===== src/rtl/pipe_stage_reg.sv =====
// pipe_stage_reg: single pipeline stage with valid/ready handshake on both
// sides, flush-driven bubble insertion and a saturating downstream-stall counter.
//
// Build option:
//   PIPE_STAGE_REG_SKID_EN  undefined (default): one entry. in_ready is
//                           combinational from out_ready.
//                           defined: main + skid entries. in_ready comes
//                           straight from a flop, which breaks the ready path.
//
// Control bits are zeroed whenever their entry is empty. The payload keeps its
// last value so downstream sees no gating on the data bus.
module pipe_stage_reg #(
    parameter int DATA_W = 32,
    parameter int CTRL_W = 16
) (
    input  logic              clk,
    input  logic              reset,
    input  logic              flush,
    input  logic              in_valid,
    output logic              in_ready,
    input  logic [DATA_W-1:0] in_data,
    input  logic [CTRL_W-1:0] in_ctrl,
    output logic              out_valid,
    input  logic              out_ready,
    output logic [DATA_W-1:0] out_data,
    output logic [CTRL_W-1:0] out_ctrl,
    output logic [15:0]       stall_cnt
);

    // Saturating increment for the stall counter.
    function automatic logic [15:0] sat_inc16(input logic [15:0] v);
        return (v == 16'hFFFF) ? v : v + 16'd1;
    endfunction

    // Main entry: always the one presented downstream.
    logic              main_valid_q, main_valid_d;
    logic [DATA_W-1:0] main_data_q,  main_data_d;
    logic [CTRL_W-1:0] main_ctrl_q,  main_ctrl_d;
    logic [15:0]       stall_cnt_q,  stall_cnt_d;

    logic in_xfer;
    logic out_xfer;

    assign in_xfer  = in_valid && in_ready;
    assign out_xfer = main_valid_q && out_ready;

    assign out_valid = main_valid_q;
    assign out_data  = main_data_q;
    assign out_ctrl  = main_ctrl_q;
    assign stall_cnt = stall_cnt_q;

    // Count cycles in which a held payload is refused downstream. Flush does
    // not touch this counter.
    always_comb begin
        stall_cnt_d = stall_cnt_q;
        if (main_valid_q && !out_ready) begin
            stall_cnt_d = sat_inc16(stall_cnt_q);
        end
    end

`ifdef PIPE_STAGE_REG_SKID_EN

    typedef enum logic [1:0] {
        ST_EMPTY = 2'd0,
        ST_ONE   = 2'd1,
        ST_TWO   = 2'd2
    } state_t;

    state_t            state_q,      state_d;
    logic              skid_valid_q, skid_valid_d;
    logic [DATA_W-1:0] skid_data_q,  skid_data_d;
    logic [CTRL_W-1:0] skid_ctrl_q,  skid_ctrl_d;

    // The skid slot absorbs the one payload that can arrive in the cycle after
    // downstream stalls, so ready only needs to be known a cycle late.
    assign in_ready = !skid_valid_q;

    // Next-state and next-entry logic for the two-entry buffer.
    always_comb begin
        state_d      = state_q;
        main_valid_d = main_valid_q;
        main_data_d  = main_data_q;
        main_ctrl_d  = main_ctrl_q;
        skid_valid_d = skid_valid_q;
        skid_data_d  = skid_data_q;
        skid_ctrl_d  = skid_ctrl_q;

        if (flush) begin
            // Any simultaneous input is dropped; any simultaneous output is
            // already taken by downstream, so both entries simply empty.
            state_d      = ST_EMPTY;
            main_valid_d = 1'b0;
            main_ctrl_d  = '0;
            skid_valid_d = 1'b0;
            skid_ctrl_d  = '0;
        end else begin
            case (state_q)
                ST_EMPTY: begin
                    if (in_xfer) begin
                        state_d      = ST_ONE;
                        main_valid_d = 1'b1;
                        main_data_d  = in_data;
                        main_ctrl_d  = in_ctrl;
                    end
                end
                ST_ONE: begin
                    if (in_xfer && out_xfer) begin
                        main_data_d = in_data;
                        main_ctrl_d = in_ctrl;
                    end else if (in_xfer) begin
                        state_d      = ST_TWO;
                        skid_valid_d = 1'b1;
                        skid_data_d  = in_data;
                        skid_ctrl_d  = in_ctrl;
                    end else if (out_xfer) begin
                        state_d      = ST_EMPTY;
                        main_valid_d = 1'b0;
                        main_ctrl_d  = '0;
                    end
                end
                ST_TWO: begin
                    // in_ready is low here, so only the output side can move.
                    if (out_xfer) begin
                        state_d      = ST_ONE;
                        main_data_d  = skid_data_q;
                        main_ctrl_d  = skid_ctrl_q;
                        skid_valid_d = 1'b0;
                        skid_ctrl_d  = '0;
                    end
                end
                default: begin
                    state_d      = ST_EMPTY;
                    main_valid_d = 1'b0;
                    main_ctrl_d  = '0;
                    skid_valid_d = 1'b0;
                    skid_ctrl_d  = '0;
                end
            endcase
        end
    end

    // Skid entry and buffer state; reset discards any held payload.
    always_ff @(posedge clk or posedge reset) begin
        if (reset) begin
            state_q      <= ST_EMPTY;
            skid_valid_q <= 1'b0;
            skid_data_q  <= '0;
            skid_ctrl_q  <= '0;
        end else begin
            state_q      <= state_d;
            skid_valid_q <= skid_valid_d;
            skid_data_q  <= skid_data_d;
            skid_ctrl_q  <= skid_ctrl_d;
        end
    end

`else

    // Single entry: room exists if empty or if the held payload leaves now.
    assign in_ready = !main_valid_q || out_ready;

    // Next-entry logic for the single-entry register slice.
    always_comb begin
        main_valid_d = main_valid_q;
        main_data_d  = main_data_q;
        main_ctrl_d  = main_ctrl_q;

        if (flush) begin
            main_valid_d = 1'b0;
            main_ctrl_d  = '0;
        end else if (in_xfer) begin
            main_valid_d = 1'b1;
            main_data_d  = in_data;
            main_ctrl_d  = in_ctrl;
        end else if (out_xfer) begin
            main_valid_d = 1'b0;
            main_ctrl_d  = '0;
        end
    end

`endif

    // Main entry and stall counter; reset clears every output immediately.
    always_ff @(posedge clk or posedge reset) begin
        if (reset) begin
            main_valid_q <= 1'b0;
            main_data_q  <= '0;
            main_ctrl_q  <= '0;
            stall_cnt_q  <= '0;
        end else begin
            main_valid_q <= main_valid_d;
            main_data_q  <= main_data_d;
            main_ctrl_q  <= main_ctrl_d;
            stall_cnt_q  <= stall_cnt_d;
        end
    end

endmodule


===== config.mk =====
export PLATFORM = sky130hd
export DESIGN_NAME = pipe_stage_reg
export DESIGN_NICKNAME = d
export VERILOG_FILES = /design/src/rtl/pipe_stage_reg.sv
export SDC_FILE = /design/constraint.sdc
export NUM_CORES = 1
export LEC_CHECK = 0
export ABC_AREA = 0
export CAP_MARGIN = 30
export CELL_PAD_IN_SITES_DETAIL_PLACEMENT = 1
export CELL_PAD_IN_SITES_GLOBAL_PLACEMENT = 2
export CORE_ASPECT_RATIO = 1.75
export CORE_MARGIN = 4
export CORE_UTILIZATION = 26
export CTS_CLUSTER_SIZE = 20
export DETAILED_ROUTE_END_ITERATION = 12
export HOLD_SLACK_MARGIN = 0.12
export PLACE_DENSITY = 0.84
export SYNTH_ARGS = -nofsm -noshare
export SYNTH_HDL_FRONTEND = slang
export SYNTH_SLANG_ARGS = --single-unit

===== constraint.sdc =====
create_clock -name clk -period 2.5 [get_ports clk]
set_input_delay 0.25 -clock clk [delete_from_list [all_inputs] [get_ports clk]]
set_output_delay 0.25 -clock clk [all_outputs]
set_load 0.1 [all_outputs]

==> flow_summary.ini <==
[sta]
hold_violations = 0
worstMarginPinSlew_ns = 0.569
fin_crit_sh_pct = 72.6
fin_crit_ns = 1.82
fin_skew_ns = 0.00738
max_freq_mhz = 551
fin_setup_tns_ns = 0
drv_slew = 0
hold_ws_ns = 0.335
finalSetupViolCount = 0
rsz0062_at_grt = no
slew-limit-headroom_pct = 61.8

[die]
core_mm2 = 0.00997
row_count = 48
ioPinCount = 119
initial_utilization_pct = 26.8
dieArea_mm2 = 0.0120
die_y_um = 142
die_x_um = 84.6

[global_route]
grt_pass1_vias = 2199
overflow = 0
grt_max_degree = 66
grt.total_usage_pct = 12.8
antenna_found_initial = 0
grt_pass1_wl_um = 11700

[clock_network]
cts_setup_buffers = 0
htree_levels = 3
insertion_delay_ns = 0.32
cts_resized = 0
clockBufferDepth = 2
cts_buffers = 9
cts_sinks = 65
cts_hold_buf = 0
cts_root_buf = clkbuf_16
cts_tree = built
clk_transition_reported_paths_ns = 0.05

[synthesis]
synth-simple-area-share_pct = 10.4
ys_seq_area_share_pct = 60.9
synth_ff_type = dfrtp_1
syn_area_mm2 = 0.00267
syn_nets = 244
synth_compound_area_share_pct = 6.42
synth_top_area_share_pct = 60.9
synth-async-reset-ratio_pct = 100
synth_commonest_cells = dfrtp_1 (65), mux2_2 (36), a22o_1 (16), nor2_1 (10), xor2_1 (9)
synth_fa_ha_area_share_pct = 0.468
ys_seq_elements = 65
syn_avg_cell_area_um2 = 14.1
synth_top_family_by_area = multiplexers
muxShareOfSynthArea_pct = 15.2
synth-edff-count = 0
yosys-top-cells-area = dfrtp_1 (61%), mux2_2 (15%), a22o_1 (5.2%)
synth_cell_types = 33
yosys_warnings = 0
post-synth-top-area-cell = dfrtp_1
synth-xor-area-share_pct = 3.89
yosysMostFrequentCell = dfrtp_1
syn_inst = 190

[cells_and_area]
fill_cells = 1104
area_growth_pct = 55.5
n_antenna_cell = 0
layout-drive-gt1-share_pct = 41.4
fin_util_pct = 41.7
nets = 369

[worst_setup_path]
path_class = reg -> reg
crit_required_ns = 2.71
crit_arrival_ns = 2.02
crit_fanout = 7
crit_buf_inv = 1
max_stage_delay_ns = 0.39
cp_slowest_cell = nor2b_2
end_kind = flip-flop
path_cells = nor2b_2 -> inv_4 -> or2_1 -> nor3_1 -> mux2_2
path_delay_family = simple AND/OR/NAND/NOR gates
cp-start-kind = flip-flop

[drt]
drt_iter0_drc = 43
drt-wirelength-per-cell_um = 16.9
vias = 2012
first_pass_iters = 4
ant_nets = 0
drc = 0
drt_wl_total_um = 7500
drt-vias-per-instance = 4.53

[power_and_ir_drop]
ir_worst_vdd_uv = 494
leakagePower_nw = 1.93
power_density_mw_per_mm2 = 1040

[worst_hold_path]
hp-class = in -> async

[status]
status = complete, no violations

[flow_run]
cap_violations = 0

[placed_design]
place.gp.congestion = 0.753
dp_hpwl_um = 5710
portBuffers = 118
[worst min-delay path, delay by kind of cell]
kind / cells / cell delay, ns
buffers and inverters: 3 / 0.80
[power by group]
group | switching, mW | internal (mW)
logic | 1.29 | 0.384
clock network | 0.434 | 0.873
registers | 0.123 | 1.20
total | 1.85 | 2.46
[state kept, by name (all words and copies together) (netlist names)]
signal,flops
stall_cnt,16
out_ctrl,16
out_valid,1
out_data,32
[worst paths after layout]
| check | from | to | slack, ns | cells after the start |
|---|---|---|---|---|
| setup / recovery | out_valid | stall_cnt[14] | 0.68 | 5 |
| hold / removal | reset | stall_cnt[9] | 0.33 | 3 |
| setup reg to reg | out_valid | stall_cnt[14] | 0.68 | 5 |
| hold reg to reg | out_data[8] | out_data[8] | 0.50 | 1 |
| max in group asynchronous | reset | out_ctrl[13] | 1.89 | 3 |
| min in group clk | out_data[8] | out_data[8] | 0.50 | 1 |
[final cells by class]
| cell class | instances | area [um2] | area share (%) |
|---|---|---|---|
| Clock buffer | 13 | 280 | 6.75 |
| Clock inverter | 2 | 35.0 | 0.844 |
| Inverter | 4 | 17.5 | 0.422 |
| Multi-Input combinational cell | 113 | 978 | 23.6 |
| Sequential cell | 65 | 1630 | 39.2 |
| Tap cell | 125 | 156 | 3.77 |
| Timing Repair Buffer | 122 | 1060 | 25.5 |
[per-layer routing]
metal | part of all wire (%) | vias to the layer above | GRT usage, %
met5 | 0 | - | 0
met4 | 1.6 | 0 | 4.75
met3 | 6.9 | 10 | 4.52
met2 | 57 | 77 | 23.7
met1 | 34 | 998 | 13.0
li1 | - | 927 | -
[layout by cell type (no fill, tap or decap), types with 2 or more instances in the layout]
cell type / instances
buf_4: 69
dfrtp_1: 65
clkdlybuf4s50_1: 52
mux2_2: 36
a22o_1: 16
nor2_1: 10
xor2_1: 9
clkbuf_16: 9
nor3_1: 7
nand2_1: 6
nand3_1: 6
clkbuf_8: 4
nand4_1: 2
inv_1: 2
nor4_2: 2
a21oi_1: 2
[metrics by stage]
| step | cell area [um2] | power [mW] | worst slack [ns] | cells |
|---|---|---|---|---|
| after floorplan | 2670 | 2.59 | 0.0165 | 190 |
| after global placement | 3840 | 3.01 | 0.398 | 429 |
| final | 4150 | 4.30 | 0.684 | 444 |
| after detailed placement | 3840 | 3.04 | 0.391 | 429 |
| after global routing | 4150 | 4.49 | 0.557 | 444 |
| after CTS | 4150 | 4.37 | 0.661 | 444 |
[cell families (layout without fill, tap and decap cells)]
logic type / after synthesis / count (layout)
mux: 36 / 36
buf+inv: 12 / 141
flops: 65 / 65
xor+xnor: 11 / 11
compound gates: 21 / 21
simple gates: 44 / 44
fa+ha+maj: 1 / 1
Note: power is estimated with default switching activity, not from simulation.
